**src/rtl/multicycle_control_fsm.sv**
```systemverilog
// Control FSM for a multi-cycle RV32I core. It sequences fetch, decode, execute,
// memory and writeback over one shared memory port, and traps on illegal opcodes or memory timeouts.
package multicycle_control_pkg;

    typedef enum logic [2:0] {
        IMM_UNKNOWN_TYPE = 3'd0,
        IMM_I_TYPE       = 3'd1,
        IMM_S_TYPE       = 3'd2,
        IMM_B_TYPE       = 3'd3,
        IMM_U_TYPE       = 3'd4,
        IMM_J_TYPE       = 3'd5
    } imm_select_e;

    localparam logic [6:0] OPC_LUI      = 7'b0110111;
    localparam logic [6:0] OPC_AUIPC    = 7'b0010111;
    localparam logic [6:0] OPC_JAL      = 7'b1101111;
    localparam logic [6:0] OPC_JALR     = 7'b1100111;
    localparam logic [6:0] OPC_BRANCH   = 7'b1100011;
    localparam logic [6:0] OPC_LOAD     = 7'b0000011;
    localparam logic [6:0] OPC_STORE    = 7'b0100011;
    localparam logic [6:0] OPC_OP_IMM   = 7'b0010011;
    localparam logic [6:0] OPC_OP       = 7'b0110011;
    localparam logic [6:0] OPC_MISC_MEM = 7'b0001111;

    localparam logic [1:0] ALU_A_RS1  = 2'd0;
    localparam logic [1:0] ALU_A_PC   = 2'd1;
    localparam logic [1:0] ALU_A_ZERO = 2'd2;

    localparam logic [1:0] WB_ALU = 2'd0;
    localparam logic [1:0] WB_MEM = 2'd1;
    localparam logic [1:0] WB_PC4 = 2'd2;

    localparam logic [1:0] CAUSE_NONE    = 2'd0;
    localparam logic [1:0] CAUSE_ILLEGAL = 2'd1;
    localparam logic [1:0] CAUSE_TIMEOUT = 2'd2;

endpackage

module multicycle_control_fsm
    import multicycle_control_pkg::*;
#(
    parameter int XLEN        = 32,
    parameter int TIMEOUT_CYC = 255
) (
    input  logic            clk_i,
    input  logic            rst_ni,
    input  logic [XLEN-1:0] instr_i,
    input  logic            branch_taken_i,
    input  logic            mem_ready_i,
    output logic            mem_req_o,
    output logic            mem_we_o,
    output logic            mem_instr_o,
    output logic            ir_we_o,
    output logic            pc_we_o,
    output logic            pc_sel_o,
    output imm_select_e     imm_sel_o,
    output logic [1:0]      alu_src_a_o,
    output logic            alu_src_b_o,
    output logic            alu_op_o,
    output logic            rf_we_o,
    output logic [1:0]      wb_sel_o,
    output logic            trap_o,
    output logic [1:0]      trap_cause_o
);

    localparam int WD_W = (TIMEOUT_CYC > 1) ? $clog2(TIMEOUT_CYC + 1) : 1;

    typedef enum logic [2:0] {
        S_FETCH, S_DECODE, S_EXECUTE, S_MEM, S_WB, S_TRAP
    } state_e;

    state_e          state_q, state_d;
    logic [1:0]      cause_q, cause_d;
    logic [WD_W-1:0] wd_cnt_q;
    logic            wd_expire;

    logic [6:0]  opcode;
    logic        is_lui, is_auipc, is_jal, is_jalr, is_branch;
    logic        is_load, is_store, is_op_imm, is_op, is_fence, is_legal;
    imm_select_e imm_dec;
    logic [1:0]  src_a_dec;
    logic        src_b_dec, alu_op_dec;
    logic        unused_instr_bits;

    assign opcode            = instr_i[6:0];
    assign unused_instr_bits = ^instr_i[XLEN-1:7];

    assign is_lui    = (opcode == OPC_LUI);
    assign is_auipc  = (opcode == OPC_AUIPC);
    assign is_jal    = (opcode == OPC_JAL);
    assign is_jalr   = (opcode == OPC_JALR);
    assign is_branch = (opcode == OPC_BRANCH);
    assign is_load   = (opcode == OPC_LOAD);
    assign is_store  = (opcode == OPC_STORE);
    assign is_op_imm = (opcode == OPC_OP_IMM);
    assign is_op     = (opcode == OPC_OP);
    assign is_fence  = (opcode == OPC_MISC_MEM);
    assign is_legal  = is_lui | is_auipc | is_jal | is_jalr | is_branch | is_load |
                       is_store | is_op_imm | is_op | is_fence;

    // Instruction-dependent selects; the FSM below decides in which states they are visible.
    always_comb begin
        // NOTE: every always_comb output gets a default first so no path infers a latch.
        imm_dec    = IMM_UNKNOWN_TYPE;
        src_a_dec  = ALU_A_RS1;
        src_b_dec  = 1'b0;
        alu_op_dec = 1'b0;
        if (is_lui || is_auipc)                 imm_dec = IMM_U_TYPE;
        else if (is_jal)                        imm_dec = IMM_J_TYPE;
        else if (is_jalr || is_load || is_op_imm) imm_dec = IMM_I_TYPE;
        else if (is_branch)                     imm_dec = IMM_B_TYPE;
        else if (is_store)                      imm_dec = IMM_S_TYPE;

        if (is_op) begin
            alu_op_dec = 1'b1;
        end else if (is_op_imm) begin
            src_b_dec  = 1'b1;
            alu_op_dec = 1'b1;
        end else if (is_lui) begin
            src_a_dec = ALU_A_ZERO;
            src_b_dec = 1'b1;
        end else if (is_auipc || is_jal || is_branch) begin
            src_a_dec = ALU_A_PC;
            src_b_dec = 1'b1;
        end else if (is_load || is_store || is_jalr) begin
            src_b_dec = 1'b1;
        end
    end

    // The watchdog fires on the cycle whose stall would make the wait count reach TIMEOUT_CYC.
    assign wd_expire = (TIMEOUT_CYC != 0) && ((state_q == S_FETCH) || (state_q == S_MEM)) &&
                       !mem_ready_i && (wd_cnt_q == WD_W'(TIMEOUT_CYC - 1));

    always_comb begin
        state_d      = state_q;
        cause_d      = cause_q;
        mem_req_o    = 1'b0;
        mem_we_o     = 1'b0;
        mem_instr_o  = 1'b0;
        ir_we_o      = 1'b0;
        pc_we_o      = 1'b0;
        pc_sel_o     = 1'b0;
        imm_sel_o    = IMM_UNKNOWN_TYPE;
        alu_src_a_o  = ALU_A_RS1;
        alu_src_b_o  = 1'b0;
        alu_op_o     = 1'b0;
        rf_we_o      = 1'b0;
        wb_sel_o     = WB_ALU;
        trap_o       = (state_q == S_TRAP);
        trap_cause_o = cause_q;

        if (state_q inside {S_DECODE, S_EXECUTE, S_MEM, S_WB}) imm_sel_o = imm_dec;
        if (state_q inside {S_EXECUTE, S_MEM, S_WB}) begin
            alu_src_a_o = src_a_dec;
            alu_src_b_o = src_b_dec;
            alu_op_o    = alu_op_dec;
        end

        unique case (state_q)
            S_FETCH: begin
                mem_req_o   = 1'b1;
                mem_instr_o = 1'b1;
                if (mem_ready_i) begin
                    ir_we_o = 1'b1;
                    state_d = S_DECODE;
                end else if (wd_expire) begin
                    state_d = S_TRAP;
                    cause_d = CAUSE_TIMEOUT;
                end
            end
            S_DECODE: begin
                if (is_legal) begin
                    state_d = S_EXECUTE;
                end else begin
                    state_d = S_TRAP;
                    cause_d = CAUSE_ILLEGAL;
                end
            end
            S_EXECUTE: begin
                if (is_branch) begin
                    pc_we_o  = 1'b1;
                    pc_sel_o = branch_taken_i;
                    state_d  = S_FETCH;
                end else if (is_fence) begin
                    pc_we_o = 1'b1;
                    state_d = S_FETCH;
                end else if (is_load || is_store) begin
                    state_d = S_MEM;
                end else begin
                    state_d = S_WB;
                end
            end
            S_MEM: begin
                mem_req_o = 1'b1;
                mem_we_o  = is_store;
                if (mem_ready_i) begin
                    if (is_store) begin
                        pc_we_o = 1'b1;
                        state_d = S_FETCH;
                    end else begin
                        state_d = S_WB;
                    end
                end else if (wd_expire) begin
                    state_d = S_TRAP;
                    cause_d = CAUSE_TIMEOUT;
                end
            end
            S_WB: begin
                rf_we_o  = 1'b1;
                pc_we_o  = 1'b1;
                pc_sel_o = is_jal || is_jalr;
                if (is_load)                wb_sel_o = WB_MEM;
                else if (is_jal || is_jalr) wb_sel_o = WB_PC4;
                state_d  = S_FETCH;
            end
            default: ;
        endcase

        // Reset kills an in-flight fetch request without waiting for a clock edge.
        if (!rst_ni) begin
            mem_req_o   = 1'b0;
            mem_instr_o = 1'b0;
            ir_we_o     = 1'b0;
        end
    end

    always_ff @(posedge clk_i or negedge rst_ni) begin
        if (!rst_ni) begin
            state_q <= S_FETCH;
            cause_q <= CAUSE_NONE;
        end else begin
            // NOTE: sequential state uses non-blocking assignments so all flops update together.
            state_q <= state_d;
            cause_q <= cause_d;
        end
    end

    // Wait counter: any cycle that is not a continuing stall in FETCH/MEM clears it.
    always_ff @(posedge clk_i or negedge rst_ni) begin
        if (!rst_ni) begin
            wd_cnt_q <= '0;
        end else if ((TIMEOUT_CYC != 0) && (state_q inside {S_FETCH, S_MEM}) &&
                     !mem_ready_i && (state_d == state_q)) begin
            wd_cnt_q <= wd_cnt_q + WD_W'(1);
        end else begin
            wd_cnt_q <= '0;
        end
    end

endmodule

```
**config.mk**
```make
export PLATFORM = sky130hd
export DESIGN_NAME = multicycle_control_fsm
export DESIGN_NICKNAME = d
export VERILOG_FILES = /design/src/rtl/multicycle_control_fsm.sv
export SDC_FILE = /design/constraint.sdc
export NUM_CORES = 1
export LEC_CHECK = 0
export ABC_CLOCK_PERIOD_IN_PS = 2300
export CAP_MARGIN = 10
export CORE_MARGIN = 4
export CORE_UTILIZATION = 43
export CTS_CLUSTER_SIZE = 8
export DETAILED_ROUTE_END_ITERATION = 16
export PLACE_DENSITY_LB_ADDON = 0.08
export SLEW_MARGIN = 20
export SYNTH_ARGS = -nofsm -noshare
export SYNTH_HDL_FRONTEND = slang
export SYNTH_SLANG_ARGS = --single-unit
```
**constraint.sdc**
```tcl
create_clock -name clk_i -period 2.3 [get_ports clk_i]
set_input_delay 0.46 -clock clk_i [delete_from_list [all_inputs] [get_ports clk_i]]
set_output_delay 0.46 -clock clk_i [all_outputs]
set_load 0.02 [all_outputs]
```
[Word level (Yosys, flattened, before mapping)]
Cells that the tools add are included.
Cells by class
  add/subtract/negate cells: 1
  multiply operators: 0
  div/mod/pow operators: 0
  magnitude comparators: 0
  equal/unequal tests: 20
  shifts and indexed selects: 0
  mux-type cells: 53
  bitwise operators: 9
  reduce and logical (&&, ||, !) cells: 21
Operators by type and width (number)
  two-way mux 3 bit: 11
  two-way mux 2 bit: 13
  two-way mux 1 bit: 24
  equality test 7 x 6 -> 1 bit (second input constant): 3
  equality test 7 bit (second input constant): 3
  case mux 3 bit (5 select lines): 1
  equality test 7 x 5 -> 1 bit (second input constant): 2
  logical OR 1 bit: 9
  bitwise OR 1 bit: 9
  adder 8 x 1 -> 8 bit (second input constant): 1
  equality test 8 bit (second input constant): 1
  two-way mux 8 bit: 1
  equality test 7 x 2 -> 1 bit (second input constant): 1
  equality test 7 x 4 -> 1 bit (second input constant): 1
  equality test 3 x 2 -> 1 bit (second input constant): 2
  equality test 3 bit (second input constant): 2
  logical AND 1 bit: 4
  inequality test 2 bit (second input constant): 2
  case mux 2 bit (2 select lines): 1
  AND reduction 4 bit: 1
  nonzero test 2 bit: 2
  nonzero test 4 bit: 1
  equality test 3 x 1 -> 1 bit (second input constant): 1
  equality test 3 bit: 1
  other kinds (7): 7
Storage, ports and cells
  flip-flop bits (word level): 13
  latch bits: 0
  memory bits (writable): 0
  ROM bits: 0
  bits of input ports: 36
  output and inout bits: 19
  memories kept: 0

[Longest topological paths before layout]
  word-level depth: 15
  mapped depth: 7
  gate-level depth less buffers: 6

[Least setup slack after synthesis]
No wires, ideal clock.
  kind: flip-flop to output port
  start point: reg state_q[1]
  end point: out alu_src_b_o
  data arrival time: 1709 ps
  data required time: 1840 ps
  path slack: 131 ps
  cell stages (with the launch flop): 6
  buffers on the path: 1
  cells stage by stage: dfrtp_1 > buf_2 > or3b_1 > nand2_2 > nand3_2 > a311oi_1
On the way
  longest elaborated chain between the ends: 3
  elaborated cells between the ends (all ways): 5
  classes of those cells: eq/ne: 3; mux: 1; reduce/logical: 1
Ends and longest elaborated chain
  start, declared: RTL line 72  | state_e state_q, state_d;
  start signal, assigned: RTL line 233  | state_q <= state_d;
  equality test 3 x 2 -> 1 bit or equality test 3 bit (tied branches): RTL line 153  | if (state_q inside {S_EXECUTE, S_MEM, S_WB}) begin
  nonzero test 3 bit (*): RTL line 153
  two-way mux 1 bit (*): RTL line 153
  end, declared: RTL line 58  | output logic alu_src_b_o,
Mark *: on every way between the ends. The rest lies on a longest branch, timed or not.

[Final worst setup path]
  start point: in instr_i[3]
  end point: out alu_src_a_o[0]
On the way
  longest elaborated chain between the ends: 8
  elaborated cells between the ends (all ways): 13
  classes of those cells: eq/ne: 6; mux: 5; reduce/logical: 2
Ends and longest elaborated chain
  start, declared: RTL line 47  | input logic [XLEN-1:0] instr_i,
  equality test 7 x 5 -> 1 bit or equality test 7 bit (tied branches): RTL line 89, 90
  logical OR 1 bit (2 in series): RTL line 122  | end else if (is_auipc || is_jal || is_branch) begin
  two-way mux 1 bit: RTL line 122
  two-way mux 2 bit: RTL line 119  | end else if (is_lui) begin
  two-way mux 2 bit: RTL line 116  | end else if (is_op_imm) begin
  two-way mux 2 bit (*): RTL line 114  | if (is_op) begin
  two-way mux 2 bit (*): RTL line 153
  end, declared: RTL line 57  | output logic [1:0] alu_src_a_o,
Marked as above.

==> results_dict.tcl <==
set metrics [dict create \
    cts_tree "yes" \
    finalNetCount 233 \
    setup-violations-final 0 \
    layout_common_cells "buf_4, nor2_1, dfrtp_1" \
    cts-root-buf "clkbuf_4" \
    drcViolationCount 0 \
    status "completed" \
    hold_ws_ns 0.5213 \
    rows 18 \
    grt_pass1_wl_mm 5.865 \
    period_needed_ns 2.205 \
    cp_max_fo 7 \
    place_congestion 0.9626 \
    max_freq_ghz 0.4535 \
    ant_nets 0 \
    insertedDiodeCount 0 \
    synth-seq-cells 13 \
    ys_types 50 \
    clock-sinks 13 \
    min_period_over_period_pct 95.88 \
    wl_met2_mm 1.764 \
    wl_per_cell_um 16.16 \
    final_hold_viol_count 0 \
    avgSynthCellArea_sq_um 8.064 \
    syn_inst 137 \
    grt_setup_unrepaired "no" \
    antenna_found_initial 0 \
    startpoint_type "primary input" \
    ys_seq_area_share_pct 29.45 \
    max_slew.worst_pin.slew_ns 0.4078 \
    area_growth_pct 53.57 \
    die_h_um 58.69 \
    cp_data_required_time_ns 1.84 \
    fin_skew_ns 0.005678 \
    cts_max_level 1 \
    power_frac_seq_pct 46.8 \
    grt_max_degree 16 \
    switching_share_pct 28.82 \
    hold_start "trap_cause_o[0]$_DFFE_PN0P_" \
    fp.dieW_um 58.69 \
    synth-edff-count 0 \
    power_density_nw_per_um2 294.8 \
    gr-total-overflow 0 \
    wl_met3_um 261 \
    vias_per_cell 5.652 \
    hp-class "register to register" \
    critPathArrivalTime_ns 1.75 \
    utilization_pct 69.11 \
    final_common_cell "buf_4" \
    hpwl_mm 2.665 \
    power_frac_comb_pct 23.5 \
    io_buffers 29 \
    synth_ff_type "dfrtp_1" \
    syn_nets 175 \
    internal_power_w 0.0003560 \
    drv_cap 0 \
    cp-startpoint "instr_i[3]" \
    ir_worst_vdd_uv 365.1 \
    cts.path.max_buffers 2 \
    vias 1266 \
    async_flop_share_pct 100.0 \
    synth_area_sq_um 1105 \
    grt_util_all_layers_pct 22.19 \
    first_iter_violations 51 \
    switchingPower_w 0.0001442 \
    clkPwrFrac_pct 29.7 \
    endpoint_kind "output port" \
    clock_latency_ns 0.29 \
    drv_slew 0 \
    reg2reg_depth 5 \
    ios 55 \
    grt_pass1_vias 1234 \
    dr.pass1.iters 7 \
    drive_above_1_share_pct 34.02 \
    synth_warnings 0 \
    p_leak_nw 0.8010 \
    slew_headroom_pct 72.66 \
    path_clk_slew_ns 0.09 \
    top_signal_layer_used "met4" \
    cts_hold_buf 0 \
    cts_buffers 3 \
    die_area_sq_um 3445 \
    routed_wl_mm 3.619 \
    reg2reg_from "state_q[0]$_DFF_PN0_" \
    wl_met1_mm 1.565 \
    path_class "primary input to output port" \
    initial_core_util_pct 45.01 \
    core-area_sq_um 2455 \
    whs_path_depth 1 \
]
[per-stage QoR]
stage / worst slack, ns / power (W) / setup TNS, ns / area, sq um / instances
after floorplan: 0.1307 / 0.0002795 / 0 / 1105 / 137
after global placement: -0.5276 / 0.0003482 / -5.122 / 1617 / 217
after detailed placement: -0.6146 / 0.0003496 / -5.736 / 1617 / 217
after CTS: -0.01405 / 0.0005006 / -0.01405 / 1662 / 222
after global routing: 0.01761 / 0.0005242 / 0 / 1697 / 224
final: 0.09471 / 0.0005002 / 0 / 1697 / 224
[flip-flops by register name (all words and copies together) (netlist names)]
register      flops
trap_cause_o      2
state_q           3
wd_cnt_q          8
[final timing paths]
| path | end | slack (ns) |
|---|---|---|
| worst max-delay path | alu_src_a_o[0] | 0.09 |
| worst min-delay path | trap_cause_o[0]$_DFFE_PN0P_ | 0.52 |
| worst max register to register | trap_cause_o[0]$_DFFE_PN0P_ | 0.57 |
| worst min register to register | trap_cause_o[0]$_DFFE_PN0P_ | 0.52 |
| max in group asynchronous | wd_cnt_q[2]$_DFF_PN0_ | 1.51 |
| min in group asynchronous | trap_cause_o[1]$_DFFE_PN0P_ | 0.57 |
[cells by family after synthesis]
kind of cell,after synthesis,synth area share [%]
flops,13,29.44
buf+inv,16,5.776
compound gates,27,19.82
simple gates,72,37.15
fa+ha+maj,2,2.265
xor+xnor,7,5.549
[power by group through the flow]
stage / combinational, W / sequential, W / clock [W]
6_report: 0.000118 / 0.000234 / 0.000149
5_1_grt: 0.000127 / 0.000235 / 0.000162
4_1_cts: 0.000115 / 0.000234 / 0.000152
3_5_place_dp: 0.000111 / 0.000239 / 0
3_3_place_gp: 0.000110 / 0.000238 / 0
2_1_floorplan: 0.0000373 / 0.000242 / 0
[routing by layer]
layer	global-route usage [%]	vias to the layer above
li1	-	612
met1	29.96	600
met2	37.16	49
met3	4.605	5
met4	3.883	0
met5	0	-
[synthesized netlist by cell type (all sizes together), types with 3 or more instances]
| library cell | number | area share [%] |
|---|---|---|
| nand2b | 5 | 2.8 |
| clkbuf | 5 | 1.7 |
| buf | 3 | 1.4 |
| nor2 | 17 | 5.8 |
| and3 | 3 | 1.7 |
| nor3 | 8 | 4.1 |
| nand3 | 11 | 5.4 |
| a21oi | 5 | 3.3 |
| xor2 | 5 | 4.0 |
| inv | 8 | 2.7 |
| o21ai | 4 | 1.8 |
| dfrtp | 13 | 29 |
| nand4 | 4 | 2.3 |
| nand2 | 8 | 2.9 |
[timing repair]
item / 4_1_cts / 5_1_grt
pin swaps: 4 / 4
buffers inserted: 1 / 2
setup endpoints to repair: 15 / 11
gates resized for setup: 68 / 13
[critical path, cell delays in order]
cell and delay (ns):
dlygate4sd2_1 0.26, buf_6 0.14, or3b_1 0.37, o22ai_1 0.15, a22oi_1 0.11, nor2_1 0.09
buf_2 0.16
[layout make-up]
class                      count  area [sq um]
clock buffer                   3         22.52
clock inverter                 1         5.005
fill                         224         758.2
inverter                       8         30.03
multi-input combinational    108         775.7
sequential                    13         325.3
tap                           30         37.54
timing repair buffer          61         500.5
(Power assumes the default switching activity.)
